--- src/rtl/escaner_teclado.sv ---
// 4x4 matrix keypad scanner with press/release debouncing.
// Emits one key event (tecla/tipo plus a valido strobe) per accepted press.
module escaner_teclado #(
    parameter int unsigned SCAN_DIV   = 50000,
    parameter int unsigned DEB_CYCLES = 500000
) (
    input  logic       clk,
    input  logic       rst,
    input  logic [3:0] fil,
    output logic [3:0] col,
    output logic [3:0] tecla,
    output logic       tipo,
    output logic       valido,
    output logic       presionada
);

    localparam int unsigned CNT_MAX = (SCAN_DIV > DEB_CYCLES) ? SCAN_DIV : DEB_CYCLES;
    localparam int unsigned CW      = $clog2(CNT_MAX + 1);
    localparam logic [CW-1:0] SLOT_LAST = CW'(SCAN_DIV - 1);
    localparam logic [CW-1:0] DEB_LAST  = CW'(DEB_CYCLES - 1);

    typedef enum logic [1:0] {
        SCAN      = 2'd0,
        DEB_PRESS = 2'd1,
        HELD      = 2'd2
    } state_t;

    state_t        state, state_n;
    logic [CW-1:0] cnt, cnt_n;
    logic [3:0]    col_n, pat, pat_n, tecla_n;
    logic          tipo_n, valido_n, pres_n;
    logic [3:0]    s1, fs;
    logic [1:0]    row_idx, col_idx;
    logic [4:0]    key_code;

    function automatic logic [3:0] rot_col(input logic [3:0] c);
        return {c[2:0], c[3]};
    endfunction

    // Lowest-index low row in the latched pattern, against the frozen column.
    always_comb begin
        row_idx = 2'd3;
        if (!pat[0])      row_idx = 2'd0;
        else if (!pat[1]) row_idx = 2'd1;
        else if (!pat[2]) row_idx = 2'd2;
        col_idx = 2'd3;
        if (!col[0])      col_idx = 2'd0;
        else if (!col[1]) col_idx = 2'd1;
        else if (!col[2]) col_idx = 2'd2;
    end

    // Key map: {tecla, tipo}
    always_comb begin
        key_code = 5'b0000_1;
        case ({row_idx, col_idx})
            4'b00_00: key_code = {4'b0001, 1'b1};
            4'b00_01: key_code = {4'b0010, 1'b1};
            4'b00_10: key_code = {4'b0011, 1'b1};
            4'b00_11: key_code = {4'b0000, 1'b0};
            4'b01_00: key_code = {4'b0100, 1'b1};
            4'b01_01: key_code = {4'b0101, 1'b1};
            4'b01_10: key_code = {4'b0110, 1'b1};
            4'b01_11: key_code = {4'b0001, 1'b0};
            4'b10_00: key_code = {4'b0111, 1'b1};
            4'b10_01: key_code = {4'b1000, 1'b1};
            4'b10_10: key_code = {4'b1001, 1'b1};
            4'b10_11: key_code = {4'b0010, 1'b0};
            4'b11_00: key_code = {4'b0100, 1'b0};
            4'b11_01: key_code = {4'b0000, 1'b1};
            4'b11_10: key_code = {4'b0101, 1'b0};
            4'b11_11: key_code = {4'b0011, 1'b0};
            default:  key_code = 5'b0000_1;
        endcase
    end

    always_ff @(posedge clk) begin
        if (rst) begin
            s1         <= 4'b1111;
            fs         <= 4'b1111;
            state      <= SCAN;
            cnt        <= '0;
            col        <= 4'b1110;
            pat        <= 4'b1111;
            tecla      <= 4'b0000;
            tipo       <= 1'b1;
            valido     <= 1'b0;
            presionada <= 1'b0;
        end else begin
            s1         <= fil;
            fs         <= s1;
            state      <= state_n;
            cnt        <= cnt_n;
            col        <= col_n;
            pat        <= pat_n;
            tecla      <= tecla_n;
            tipo       <= tipo_n;
            valido     <= valido_n;
            presionada <= pres_n;
        end
    end

    // Shared counter: scan slot in SCAN, stable-sample count in DEB_PRESS/HELD.
    always_comb begin
        state_n  = state;
        cnt_n    = cnt;
        col_n    = col;
        pat_n    = pat;
        tecla_n  = tecla;
        tipo_n   = tipo;
        valido_n = 1'b0;
        pres_n   = presionada;
        case (state)
            SCAN: begin
                if (cnt == SLOT_LAST) begin
                    if (fs == 4'b1111) begin
                        col_n = rot_col(col);
                        cnt_n = '0;
                    end else begin
                        pat_n   = fs;
                        cnt_n   = CW'(1);
                        state_n = DEB_PRESS;
                    end
                end else begin
                    cnt_n = cnt + CW'(1);
                end
            end
            DEB_PRESS: begin
                if (fs != pat) begin
                    state_n = SCAN;
                    cnt_n   = '0;
                end else if (cnt == DEB_LAST) begin
                    state_n  = HELD;
                    cnt_n    = '0;
                    tecla_n  = key_code[4:1];
                    tipo_n   = key_code[0];
                    valido_n = 1'b1;
                    pres_n   = 1'b1;
                end else begin
                    cnt_n = cnt + CW'(1);
                end
            end
            HELD: begin
                if (fs != 4'b1111) begin
                    cnt_n = '0;
                end else if (cnt == DEB_LAST) begin
                    pres_n  = 1'b0;
                    col_n   = rot_col(col);
                    cnt_n   = '0;
                    state_n = SCAN;
                end else begin
                    cnt_n = cnt + CW'(1);
                end
            end
            default: begin
                state_n = SCAN;
                cnt_n   = '0;
            end
        endcase
    end

endmodule

--- config.mk ---
export PLATFORM = sky130hd
export DESIGN_NAME = escaner_teclado
export DESIGN_NICKNAME = d
export VERILOG_FILES = /design/src/rtl/escaner_teclado.sv
export SDC_FILE = /design/constraint.sdc
export NUM_CORES = 1
export LEC_CHECK = 0
export ABC_CLOCK_PERIOD_IN_PS = 2300
export BUFFER_PORTS_ARGS = -buffer_cell sky130_fd_sc_hd__clkbuf_2
export CAP_MARGIN = 40
export CORE_UTILIZATION = 40
export CTS_CLUSTER_DIAMETER = 100
export DETAILED_ROUTE_END_ITERATION = 10
export GPL_TIMING_DRIVEN = 0
export MAX_ROUTING_LAYER = met4
export PLACE_DENSITY = 0.68
export SETUP_SLACK_MARGIN = 0.05
export SYNTH_ARGS = -nofsm -noshare
export SYNTH_HDL_FRONTEND = slang
export SYNTH_SLANG_ARGS = --single-unit
--- constraint.sdc ---
create_clock -name clk -period 2.3 [get_ports clk]
set_input_delay 0 -clock clk [delete_from_list [all_inputs] [get_ports clk]]
set_output_delay 0 -clock clk [all_outputs]
set_load 0.01 [all_outputs]
* After elaboration in Yosys (flattened, before gate mapping)
Memory sizes are Yosys's and may differ from the RTL's. A register that Yosys moved wholly into a read port is not among the register bits. Cells that the tools add are included.
Word-level totals: word-level logic and storage cells 67, register bits after elaboration 39, output and inout port bits 11, input bits 6, memories kept 1, bits in read-only memories 80
Memories:
- (name not given) | depth 16, width 5, read ports 1, clocked after memory_dff 1, wr ports 0, line 55 | case ({row_idx, col_idx})
Operators by class: reduce and logical (&&, ||, !) cells 9, equal/unequal tests 15, muxes and demuxes 30, $add $sub $neg 1, bitwise gates (word level) 3
Operator list (number):
- 19-bit two-way mux | 4
- 19-bit one-hot mux with 3 select lines | 1
- 2-bit two-way mux | 10
- 19-bit by 1-bit adder with 19-bit output (second input constant) | 1
- 19-bit by 16-bit == test with 1-bit output (second input constant) | 1
- 19-bit == test (second input constant) | 1
- 4-bit two-way mux | 4
- 5-bit AND reduction | 3
- 2-bit != test (second input constant) | 7
- 1-bit two-way mux | 8
- 4-bit one-hot mux with 2 select lines | 1
- 2-bit one-hot mux with 3 select lines | 1
- 3-bit AND reduction | 2
- 4-bit == test (second input constant) | 1
- 4-bit != test | 1
- 4-bit != test (second input constant) | 1
- 2-bit nonzero test | 2
- 3-bit != test (second input constant) | 1
- 1-bit inverter | 3
- 3-bit OR reduction | 1
- 2-bit by 1-bit == test with 1-bit output (second input constant) | 1
- 2-bit == test (second input constant) | 1
- 2-bit logical NOT | 1
- 1-bit one-hot mux with 2 select lines | 1

* Longest topological paths before layout
Gate-level depths: netlist (run 1).
depth in word-level cells 4, gate-level depth with buffers 8, gate-level depth less buffers 8

* Worst setup path before layout (run 1)
OpenSTA, ideal clock, no wires.
path kind reg-to-reg, start point register cnt[0], end point register tecla[3], library setup time 0.071 ns, setup slack -0.189 ns, cell stages (with the launch flop) 8, buffers on the path 1, period minus slack after synthesis 2.489 ns, arrival time 2.419 ns, path through dfxtp_1 -> ha_1 -> nand4_1 -> nor4_1 -> or4b_1 -> buf_2 -> or4_1 -> a21oi_1
Between the ends: word-level cells in the longest chain between the ends 2
Ends and longest elaborated chain:
- start, declared | line 29 | logic [CW-1:0] cnt, cnt_n;
- start signal, assigned | line 92 | cnt <= cnt_n;
- 19-bit == test | line 131 | end else if (cnt == DEB_LAST) begin
- 3-bit AND reduction (no line)
- end signal, assigned | line 95 | tecla <= tecla_n;
- end, declared | line 11 | output logic [3:0] tecla,
Every way passes these cells. A chain may end at the register's enable or synchronous reset.

* Worst setup path in the final report (run 1)
start point register cnt[5], end point register tecla[3]
Same word-level chain as after synthesis.

==> results of run 1 <==
power by group through the flow:
stage | logic (W) | clock network (W) | registers (W)
4_1_cts | 0.0000537 | 0.000624 | 0.000778
3_5_place_dp | 0.0000467 | 0 | 0.000797
6_report | 0.0000552 | 0.000605 | 0.000778
3_3_place_gp | 0.0000470 | 0 | 0.000797
5_1_grt | 0.0000621 | 0.000659 | 0.000780
2_1_floorplan | 0.0000340 | 0 | 0.000796
worst min-delay path, stage by stage:
cell                       delay (ps)
sky130_fd_sc_hd__clkbuf_2         110
sky130_fd_sc_hd__a21oi_1           70
sky130_fd_sc_hd__o21ai_0           80
sky130_fd_sc_hd__nor2_1            40
repair_timing:
action	4_1_cts	5_1_grt
gates resized for setup	6	14
setup buffers	5	3
hold endpoints to repair	4	0
gates cloned	0	0
pin swaps	4	4
hold buffers	4	0
setup endpoints to repair	27	17
stage by stage:
step	worst slack, ps	instance area (sq um)
CTS	-143	2450
finish	-143	2520
floorplan	-68.8	2060
global placement	-316	2220
global route	-176	2520
detailed placement	-298	2220
final cells by class:
class / count / area, sq um / area share (%)
sequential: 44 / 886 / 35.2
multi-input combinational: 175 / 1170 / 46.6
inverter: 9 / 33.8 / 1.34
timing repair buffer: 29 / 189 / 7.50
tap: 67 / 83.8 / 3.33
clock inverter: 3 / 47.5 / 1.89
buffer: 7 / 37.5 / 1.49
clock buffer: 5 / 68.8 / 2.73
state kept, by name, summed over array words and instances, names as in the netlist:
signal / flops
fs: 4
state: 2
tipo: 1
col: 4
tecla: 4
presionada: 1
s1: 4
pat: 4
valido: 1
cnt: 19
worst paths after layout:
| path | from | endpoint | slack [ps] |
|---|---|---|---|
| hold / removal | rst | cnt[0]$_SDFF_PP0_ | 30 |
| setup / recovery | cnt[5]$_SDFF_PP0_ | tecla[3]$_SDFFE_PP0P_ | -140 |
| hold reg to reg | s1[2]$_SDFF_PP1_ | fs[2]$_SDFF_PP1_ | 410 |
| setup reg to reg | cnt[5]$_SDFF_PP0_ | tecla[3]$_SDFFE_PP0P_ | -140 |
cell usage after synthesis, types with 2 or more instances:
cell	number	area share, %
sky130_fd_sc_hd__nand3_1	14	3.4
sky130_fd_sc_hd__nor3_1	4	0.98
sky130_fd_sc_hd__or2_2	8	2.5
sky130_fd_sc_hd__nor2_1	35	6.4
sky130_fd_sc_hd__clkbuf_1	7	1.3
sky130_fd_sc_hd__inv_1	9	1.7
sky130_fd_sc_hd__o211ai_1	2	0.74
sky130_fd_sc_hd__a21oi_1	11	2.7
sky130_fd_sc_hd__nand2_1	21	3.9
sky130_fd_sc_hd__o21ai_0	2	0.49
sky130_fd_sc_hd__xor2_1	8	3.4
sky130_fd_sc_hd__nand4_1	2	0.61
sky130_fd_sc_hd__mux2i_1	10	4.9
sky130_fd_sc_hd__nand3b_1	2	0.74
sky130_fd_sc_hd__a211oi_1	3	1.1
sky130_fd_sc_hd__nor4_1	6	1.8
sky130_fd_sc_hd__ha_1	5	3.1
sky130_fd_sc_hd__nand2b_1	2	0.61
sky130_fd_sc_hd__xnor2_1	14	6.0
sky130_fd_sc_hd__and3_1	4	1.2
sky130_fd_sc_hd__dfxtp_1	44	43
metal layers:
metal	up-vias	share of wire [%]	GRT usage (%)
li1	879	-	-
met1	772	51	21.6
met2	31	44	24.1
met3	4	3.7	5.21
met4	0	1.4	7.69
met5	-	0	-
kinds of logic (layout without fill, tap and decap cells):
kind of cell               after synthesis  in the layout  synth area share (%)
adders and majority gates                5              5                  3.07
xor gates and xnor gates                22             22                  9.44
AOI/OAI and AO/OA                       29             29                  9.56
and+or+nand+nor                        109            109                  26.7
muxes                                   10             10                  4.91
DFF                                     44             44                  43.2
buffers and inverters                   17             53                  3.19
==> results.txt, run 1 <==
The run finished, with violations left. The final reports fail on negative setup slack. The antenna diode count came out at 0.

The accumulated negative setup slack is -230 ps. The net count after synthesis came out at 247. Measured along the y axis, the die boundary spans 73.4 microns.

The cell-internal power is 0.00112 W. Setup repair after global routing could not meet its margin everywhere. The worst relative slew slack came out at 60.5%. The number of buffer and inverter instances along the worst setup path came out at 1. The summed instance area of the synthesized netlist is 0.00204 sq mm.

The transition time at the pin with the least slew margin came out at 592 ps. The instance count on the critical path came out at 6. The net count reported at finish is 282. The post-synthesis area per instance is 8.65 sq um. For this run, the number of standard cells in the final layout without fillers is 339.

In this design, the critical path's most frequently occurring cell is sky130_fd_sc_hd__or4_4. The per-cell routed wire length is 11.8 microns. The fraction of layout instances using a drive strength above 1 is 23.9%. Walking the worst path, the cells encountered are or4_4 -> or2_0 -> or4b_1 -> buf_6 -> or4_4 -> a21oi_2. Of all nets on the critical path, the largest fanout is 2.

The number of I/O pins is 17. The clock tree skew after final layout came out at 5.91 ps. The via count of the first global-routing pass is 1473. Among all stages on the critical path, the largest delay is contributed by sky130_fd_sc_hd__or4_4. The residual DRC count came out at 0. The min-delay analysis places its worst path in the category in2reg. The count of pins over their slew limit was 0. The initial antenna violation count is 0.

The ratio of routed vias to standard cells is 4.97. Dividing the final minimum period by the clock period gives 106%. The remaining global-route overflow is 0. The clock group share of total power is 42.1%. The worst setup path is captured at a register.

The critical setup path kind is reg2reg. From synthesis to final layout, the design area changed by 23.5%. Per report_power, the combinational group accounts for 3.8% of the total. Detailed placement finished with a half-perimeter wire length of 2710 microns. The analysis attributes to cell leakage a power of 0.992 nW. The total of endpoints with negative setup slack in the final report is 3. The worst setup path is launched from a register. The path depth of the worst reg2reg path is 6. The number of iterations in the first detailed-routing pass came out at 4. The data arrival time at the worst-slack endpoint is 2690 ps. The total power of the final layout is 0.00144 W. The number of cells produced by synthesis came out at 236. The number of synthesis warnings came out at 0.

Subtracting the final worst setup slack from the clock period gives 2440 ps. The peak ir drop on the vdd network is 0.330 mV. On the critical path the largest part of the delay comes from simple AND/OR/NAND/NOR gates. Entering global routing, the biggest net connects 16 pins. The async set-reset flop share out of synthesis is 0%. The maximum achievable frequency is 409 MHz.

The final route contains 1686 vias. The number of max-cap violations is 0. The number of storage elements in the synthesis netlist came out at 44. The clock transition at the registers of the reported paths came out at 90 ps. The initial core utilization came out at 42.4%. Leaving out fill and tap cells, the most frequent cell in the layout is sky130_fd_sc_hd__dfxtp_1. The total number of clock tree sinks is 44. For this run, the share of the core covered by cells in the final layout is 52.3%. The library cell used as clock root buffer is sky130_fd_sc_hd__clkbuf_8. The switching power is 0.000315 W. The routability congestion estimate came out at 0.844. Net switching is 21.9% of the power.

In the synthesized netlist the dominant register cell turns out to be sky130_fd_sc_hd__dfxtp_1. In this run the standard cell core region covers 0.00482 sq mm. The number of buffers created by CTS came out at 5. The count of buffers from port buffering is 16. The required time of the critical path is 2550 ps.

The number of antenna-violating nets in the routed design is 0. Along the worst hold path, the cell count comes to 4. The worst hold margin came out at 31.1 ps. The area of the die is 0.00539 sq mm. The first global-routing pass estimated 6600 microns of wire.

The aggregate routed wire length came out at 4010 microns. The DRC violation total after the first TritonRoute iteration came out at 76. The depth of the CTS H-tree came out at 2. The power density over the cells is 571 mW/mm^2.

The worst-case setup margin in the final layout is -143 ps. The part of the Yosys area used for sequential elements came out at 43.2%. In this run, distinct cell masters in the synthesized netlist total 44. On the worst path, the slowest cell contributes a delay of 540 ps.

The clock latency on the worst-skew pair came out at 310 ps. The count of standard-cell rows came out at 25. The number of filler cells placed in the layout came out at 483. TritonCTS built the clock tree. The total count of hold-check failures in the final report came out at 0. The number of buffers on the longest clock path came out at 2. The part of the total power dissipated in sequential elements is 54.1%. In the layout the commonest cells are sky130_fd_sc_hd__dfxtp_1 (42), sky130_fd_sc_hd__nor2_1 (34), sky130_fd_sc_hd__nand2_1 (19), sky130_fd_sc_hd__clkbuf_2 (16), sky130_fd_sc_hd__xnor2_1 (14). The die is 73.4 microns wide. The all-layer global routing usage came out at 16.8%. In this run, placement finished with an instance count of 320.

The number of enable flip-flop cells after synthesis came out at 0.
Note: power is estimated with default switching activity, not from simulation.
==> inputs of run 2 (changes only) <==
ABC_AREA = 1   (was not set)
==> run 2 against run 1 <==
  * The run now ends clean
  * Critical path depth grew 1
  * Clock-buffer cell count is the same
  * Clock skew is 2.1 ps higher
  * Register-to-register slack better by 620 ps
  * Wire length increased by 8.6%
  * Sequential cell count unchanged
  * Sequential power about the same
  * Core utilization shrank 3.6 points
  * Synthesized area up 9.2%
  * Cell count grew 20%
  * Critical path type unchanged
==> results.txt, run 2 <==
In this run the power density over the cells is 570 mW/mm^2. The number of setup buffers added after CTS is 0. The count of cell types in the netlist came out at 29.

The post-detailed-placement half-perimeter wirelength is 3200 microns. The net count reported at finish came out at 348. The clock tree skew after final layout is 7.98 ps. The number of vias after detailed routing came out at 1974.

The count of pins over their slew limit came out at 0. After detailed routing, the number of vias per cell comes to 4.84. The number of flip-flops under the largest register name came out at 19. 0 antenna diodes ended up in the layout. The synthesized netlist occupies a cell area of 0.00223 sq mm.

TritonCTS built the clock tree. The required time of the critical path came out at 2510 ps. The register-to-register setup slack came out at 480 ps. The root buffer cell chosen for the clock tree is sky130_fd_sc_hd__clkbuf_8.

The number of antenna-violating nets in the routed design came out at 0. The depth of the CTS H-tree is 2. The width of the chip is 76.6 microns.

The remaining global-route overflow came out at 0. Max-cap violations in this run came to 0. The commonest cells after synthesis are sky130_fd_sc_hd__nand2_1 (66), sky130_fd_sc_hd__dfxtp_1 (44), sky130_fd_sc_hd__inv_1 (42). By startpoint and endpoint, the worst setup path is classified as reg2reg.

The peak ir drop on the vdd network is 0.340 mV. Entering global routing, the biggest net connects 16 pins. The top cell type's share of synthesized area is 39.5%. The initial utilization of the core area, before any placement, comes to 42.5%.

The design draws 0.00145 W. The ratio of final minimum period to clock period is 79.3%. Leaving out fill and tap cells, the most frequent cell in the layout is sky130_fd_sc_hd__nand2_1.

The all-layer global routing usage came out at 16.3%. Hold repair after CTS inserted 4 buffers. For this design, the slowest cell found on the critical path is sky130_fd_sc_hd__o21ai_0. In the synthesized netlist the dominant register cell turns out to be sky130_fd_sc_hd__dfxtp_1.

The accumulated negative setup slack is 0 ps. The via count of the first global-routing pass came out at 1734. Routability-driven placement finished with a final weighted congestion of 0.917. The sort of element at the end of the critical path is a register. The number of filler cells placed in the layout came out at 514. The post-synthesis area per instance came out at 7.19 sq um. Of the cells placed in the final design, the portion with a size suffix greater than 1 is 16.6%.

The total count of hold-check failures in the final report came out at 0. The floorplan has 26 rows. The number of buffers created by CTS came out at 5. The part of the Yosys area used for sequential elements came out at 39.5%. In this design, the critical path's most frequently occurring cell is sky130_fd_sc_hd__a21oi_1.

The maximum achievable frequency came out at 548 MHz. After synthesis, the share of flip-flops with an asynchronous set or reset is 0%. The highest cell delay on the worst timing path is 460 ps. After detailed routing, the average wire length per cell comes to 10.7 microns. The run finished with clean final reports.

The clock transition at the registers of the reported paths came out at 90 ps. Setup repair after global routing left no endpoint under its margin. The maximum net fanout on the critical path is 5. The count of buffers from port buffering came out at 16. The number of gates given a new drive strength after cts is 0. Among all cell types in the netlist, the one instantiated most often is sky130_fd_sc_hd__nand2_1. The number of storage elements in the synthesis netlist came out at 44.

The initial antenna violation count is 0. The later pin in the worst-skew pair is clocked with a latency of 310 ps. The number of synthesis warnings came out at 0. The worst hold margin is 91.3 ps. The total number of clock tree sinks came out at 44.

No sink is reached through more buffers than the 2 on the longest clock path. The DRC violation total after the first TritonRoute iteration is 77. The final critical delay including setup and external delays came out at 1820 ps. The die height is 76.6 microns. The number of cells produced by synthesis is 310. The element type at the critical path start is a register.

The area added between synthesis and finish came out at 14.5%. The total of endpoints with negative setup slack in the final report is 0. The area of the die is 0.00587 sq mm.

17 I/O pins were placed. The aggregate routed wire length came out at 4350 microns. The number of enable flip-flop cells after synthesis came out at 0. Summed over all cells, the static leakage comes to 1.22 nW. The number of iterations in the first detailed-routing pass is 4. The core region is 0.00524 sq mm. Walking the worst path, the cells encountered are inv_1 -> o21ai_0 -> ha_1 -> nor2_1 -> nor3_1 -> a21oi_1 -> a21oi_1. Counting every net in the synthesized netlist gives 321.

The worst relative slew slack came out at 62.5%. The first-pass GRT wire length came out at 7350 microns. At the worst endpoint, the arrival time is 2030 ps. cnt holds more flip-flops than any other register. In this run the worst hold path is classified as in2reg. The library cells used most frequently in the layout, excluding fill and tap cells, are sky130_fd_sc_hd__nand2_1 (66), sky130_fd_sc_hd__dfxtp_1 (44), sky130_fd_sc_hd__inv_1 (42), sky130_fd_sc_hd__nor2_1 (39), sky130_fd_sc_hd__nand3_1 (20).

In the post-synthesis netlist, the biggest area contributors are sky130_fd_sc_hd__dfxtp_1 (40%), sky130_fd_sc_hd__nand2_1 (11%), sky130_fd_sc_hd__inv_1 (7.1%). The leading area contributor after synthesis is sky130_fd_sc_hd__dfxtp_1. The residual DRC count is 0. The transition time at the pin with the least slew margin came out at 556 ps.
run 2: area by class of cell:
| type | count | area, sq um | area share (%) |
|---|---|---|---|
| inverters | 44 | 165 | 6.47 |
| clock inverters | 3 | 47.5 | 1.86 |
| repair buffers | 20 | 120 | 4.71 |
| plain buffers | 3 | 22.5 | 0.882 |
| clock buffers | 5 | 68.8 | 2.70 |
| multi-input cells | 219 | 1160 | 45.4 |
| flip-flops and latches | 44 | 881 | 34.5 |
| well taps | 70 | 87.6 | 3.43 |
run 2: report_power, final:
group / total (W) / internal, W / switching (W)
Sequential: 0.000780 / 0.000772 / 0.00000740
Clock: 0.000615 / 0.000327 / 0.000288
Combinational: 0.0000598 / 0.0000253 / 0.0000344
run 2: path summary, 6_finish.rpt:
kind / from / end / cells after the start
worst min register to register: s1[1]$_SDFF_PP1_ / fs[1]$_SDFF_PP1_ / 1
worst min-delay path: rst / valido$_SDFF_PP0_ / 4
worst max register to register: col[1]$_SDFFE_PP1P_ / tecla[1]$_SDFFE_PP0P_ / 7
worst max-delay path: col[1]$_SDFFE_PP1P_ / tecla[1]$_SDFFE_PP0P_ / 7
run 2: cell families after synthesis:
group | share of synthesized area [%]
xor+xnor | 3.14
flops | 39.5
fa+ha+maj | 2.81
buf+inv | 8.42
simple gates | 37.9
compound gates | 8.20
run 2: metrics by stage:
| step | std cells | utilization (%) | worst slack, ps | cell area [sq um] |
|---|---|---|---|---|
| after global placement | 396 | 45.7 | 540 | 2400 |
| after floorplan | 310 | - | 694 | 2230 |
| final | 408 | 48.7 | 475 | 2550 |
| after detailed placement | 396 | 45.7 | 516 | 2400 |
| after CTS | 408 | 48.7 | 501 | 2550 |
| after global routing | 408 | 48.7 | 307 | 2550 |
run 2: per-layer routing:
metal | GRT usage, % | up-vias | routed length [microns]
met5 | - | - | 0
met1 | 19.7 | 877 | 2190
li1 | - | 1047 | -
met4 | 8.08 | 0 | 89
met3 | 4.43 | 9 | 176
met2 | 24.8 | 41 | 1900
run 2: worst max-delay path: cells and delay by family (launching register included):
kind | cells | cell delay (ps)
buffers and inverters | 1 | 80
DFF | 1 | 400
AOI/OAI and AO/OA | 3 | 690
adders and majority gates | 1 | 340
and+or+nand+nor | 2 | 220
==> inputs of run 3 (changes only) <==
ABC_AREA = 0   (was 1)
ABC_CLOCK_PERIOD_IN_PS = 1650   (was 2300)
clock period = 1.65 ns   (was 2.3 ns; I/O delays follow)
==> run 3 against run 2 <==
  * Sequential cell count stayed put
  * Die area is 8.2% lower
  * Largest cell class unchanged
  * Critical path depth is 1 lower
  * Cell count is 15% lower
  * Combinational power is 77% higher
  * Core utilization is 9.1 points higher
  * Clock skew is 1.8 ps lower
  * Sequential power is 40% higher
  * Fmax is 22% lower
  * The run now ends with negative setup slack left
==> results.txt, run 3 (synthesis results as in run 1) <==
The ratio of final minimum period to clock period is 142%. In the final layout, the share of cells above drive strength 1 is 34.5%. The sequential cell area came out at 895 sq um. The ratio of routed vias to standard cells came out at 5.08. Setup repair after global routing could not meet its margin everywhere. 0 antenna diodes ended up in the layout. After clock tree synthesis, the clock-pin slew on the worst setup and hold paths is 90 ps. Headroom to the max-slew limit came out at 52.0%. The width of the chip is 73.4 microns. The remaining global-route overflow is 0. The largest net degree at the start of global routing is 16. The clock passes through at most 2 buffers. Detailed routing inserted a total of 1769 vias. The count of buffers from port buffering is 16. The worst setup path is captured at a register. The congestion estimate from routability-driven global placement came to 0.854. In this run, the number of DRC markers left after iteration 0 of detailed routing was 130. The residual DRC count came out at 0. The number of iterations in the first detailed-routing pass is 5.

The transition time at the pin with the least slew margin is 714 ps. Along the worst path, the maximum fanout reaches 4. Max-cap violations in this run came to 0. Across every metal layer, demand over resource in global routing totals 16.8%. TritonCTS built the clock tree. Among cell families on the critical path, the largest total delay comes from simple AND/OR/NAND/NOR gates. The aggregate routed wire length is 4780 microns.

Summing all multi-input logic gate instances after layout gives 0.00135 sq mm. The required time of the critical path is 1900 ps. The depth of the CTS H-tree came out at 2. The tightest min-delay check is of the in2reg type. In the final routed layout, each cell accounts on average for 13.7 microns. The layout has 418 filler cells. The data arrival time at the worst-slack endpoint came out at 2590 ps. Relative to the synthesized area, the layout overhead comes to 36.4%. The initial core utilization came out at 42.4%. For this run, the top clock speed supported by timing is 428 MHz. The worst hold margin is 47.1 ps. Leaving out fill and tap cells, the most frequent cell in the layout is sky130_fd_sc_hd__dfxtp_1.

The clock tree skew after final layout came out at 6.18 ps. STA classifies the critical path startpoint as a register. The final non-filler cell total came out at 348.

The clock latency on the worst-skew pair came out at 310 ps. The final reports fail on negative setup slack. Detailed placement ended at an HPWL of 2740 microns. The worst-case setup margin in the final layout came out at -689 ps. The largest individual stage delay along the critical path comes from the cell sky130_fd_sc_hd__or4b_4. The total of endpoints with negative setup slack in the final report is 35. The peak ir drop on the vdd network came out at 0.360 mV. In this run the remaining antenna-violating nets after routing total 0.

The critical path is of the reg2reg type. The first-pass GRT wire length came out at 6760 microns. The net count reported at finish came out at 291. The run finished, with violations left. In this run the core area contains 25 standard-cell rows. The number of buffer and inverter instances along the worst setup path is 0. The cell sitting at the root of the clock tree is a sky130_fd_sc_hd__clkbuf_8. The critical path goes through ha_4 -> nand4_1 -> nor4_4 -> or4b_4 -> or4_4 -> a21oi_2. The number of buffers created by CTS came out at 5.

The post-route standard cell area excluding fillers is 0.00278 sq mm. The library cells used most frequently in the layout, excluding fill and tap cells, are sky130_fd_sc_hd__dfxtp_1 (37), sky130_fd_sc_hd__nor2_1 (23), sky130_fd_sc_hd__nand2_1 (21), sky130_fd_sc_hd__clkbuf_2 (16), sky130_fd_sc_hd__xnor2_1 (14). The floorplan core area is 0.00482 sq mm. More flip-flops sit in one register than any other, and that register is cnt. The area of the die came out at 0.00539 sq mm. The via count of the first global-routing pass came out at 1506. The placed instance count is 319. The total count of hold-check failures in the final report is 0. The number of I/O pins came out at 17. The initial antenna violation count is 0. The accumulated negative setup slack came out at -14020 ps. The total number of clock tree sinks came out at 44. The die height came out at 73.4 microns. The highest cell delay on the worst timing path is 520 ps. The count of pins over their slew limit is 0. The final critical delay including setup and external delays came out at 2340 ps. The register with the most flip-flops in the layout has 19 of them.

The power density over the cells is 679 mW/mm^2. Summing all placed instances gives a cell area of 0.00222 sq mm. The leakage power of the design is 1.03 nW.
## run 3: worst paths after layout
kind                                              end  slack, ps  cells after the start               from
worst min register to register       fs[0]$_SDFF_PP1_        410                      1   s1[0]$_SDFF_PP1_
worst max-delay path            tecla[3]$_SDFFE_PP0P_       -690                      6  cnt[1]$_SDFF_PP0_
worst max register to register  tecla[3]$_SDFFE_PP0P_       -690                      6  cnt[1]$_SDFF_PP0_
worst min-delay path                cnt[0]$_SDFF_PP0_         50                      4                rst
## run 3: metal layers
| layer | routed length [microns] | track usage [%] |
|---|---|---|
| met5 | 0 | - |
| met4 | 50 | 5.77 |
| met3 | 149 | 4.66 |
| met2 | 2320 | 25.3 |
| met1 | 2260 | 21.7 |
## run 3: power breakdown
group	switching, W	internal [W]	leakage, nW
combinational	0.0000571	0.0000491	0.632
clock	0.000398	0.000300	0.0404
sequential	0.0000107	0.00107	0.361
total	0.000466	0.00142	1.03
## run 3: worst min-delay path: cells and delay by family
kind | cells | cell delay [ps]
buffers and inverters | 1 | 120
AOI/OAI and AO/OA | 2 | 160
and+or+nand+nor | 1 | 50
## run 3: cell type report
class / count / area share, %
multi-input combinational: 175 / 48.4
sequential: 44 / 32.1
timing repair buffer: 39 / 10.2
tap: 67 / 3.01
clock buffer: 5 / 2.47
buffer: 6 / 1.62
inverter: 9 / 1.21
clock inverter: 3 / 0.854
## run 3: timing repair
action | 4_1_cts | 5_1_grt
cloned | 0 | 1
gates resized for setup | 27 | 46
hold buffers | 4 | 0
setup buffers | 10 | 10
setup endpoints to repair | 36 | 36
endpoints found under the hold margin | 4 | 0
pin swaps | 11 | 32
## run 3: metrics by stage
stage	total power, W	setup WS [ps]	utilization (%)
after global placement	0.00118	-980	46.1
after global routing	0.00196	-749	57.8
after detailed placement	0.00118	-967	46.1
after CTS	0.00188	-819	52.8
final	0.00189	-689	57.8
after floorplan	0.00116	-719	-
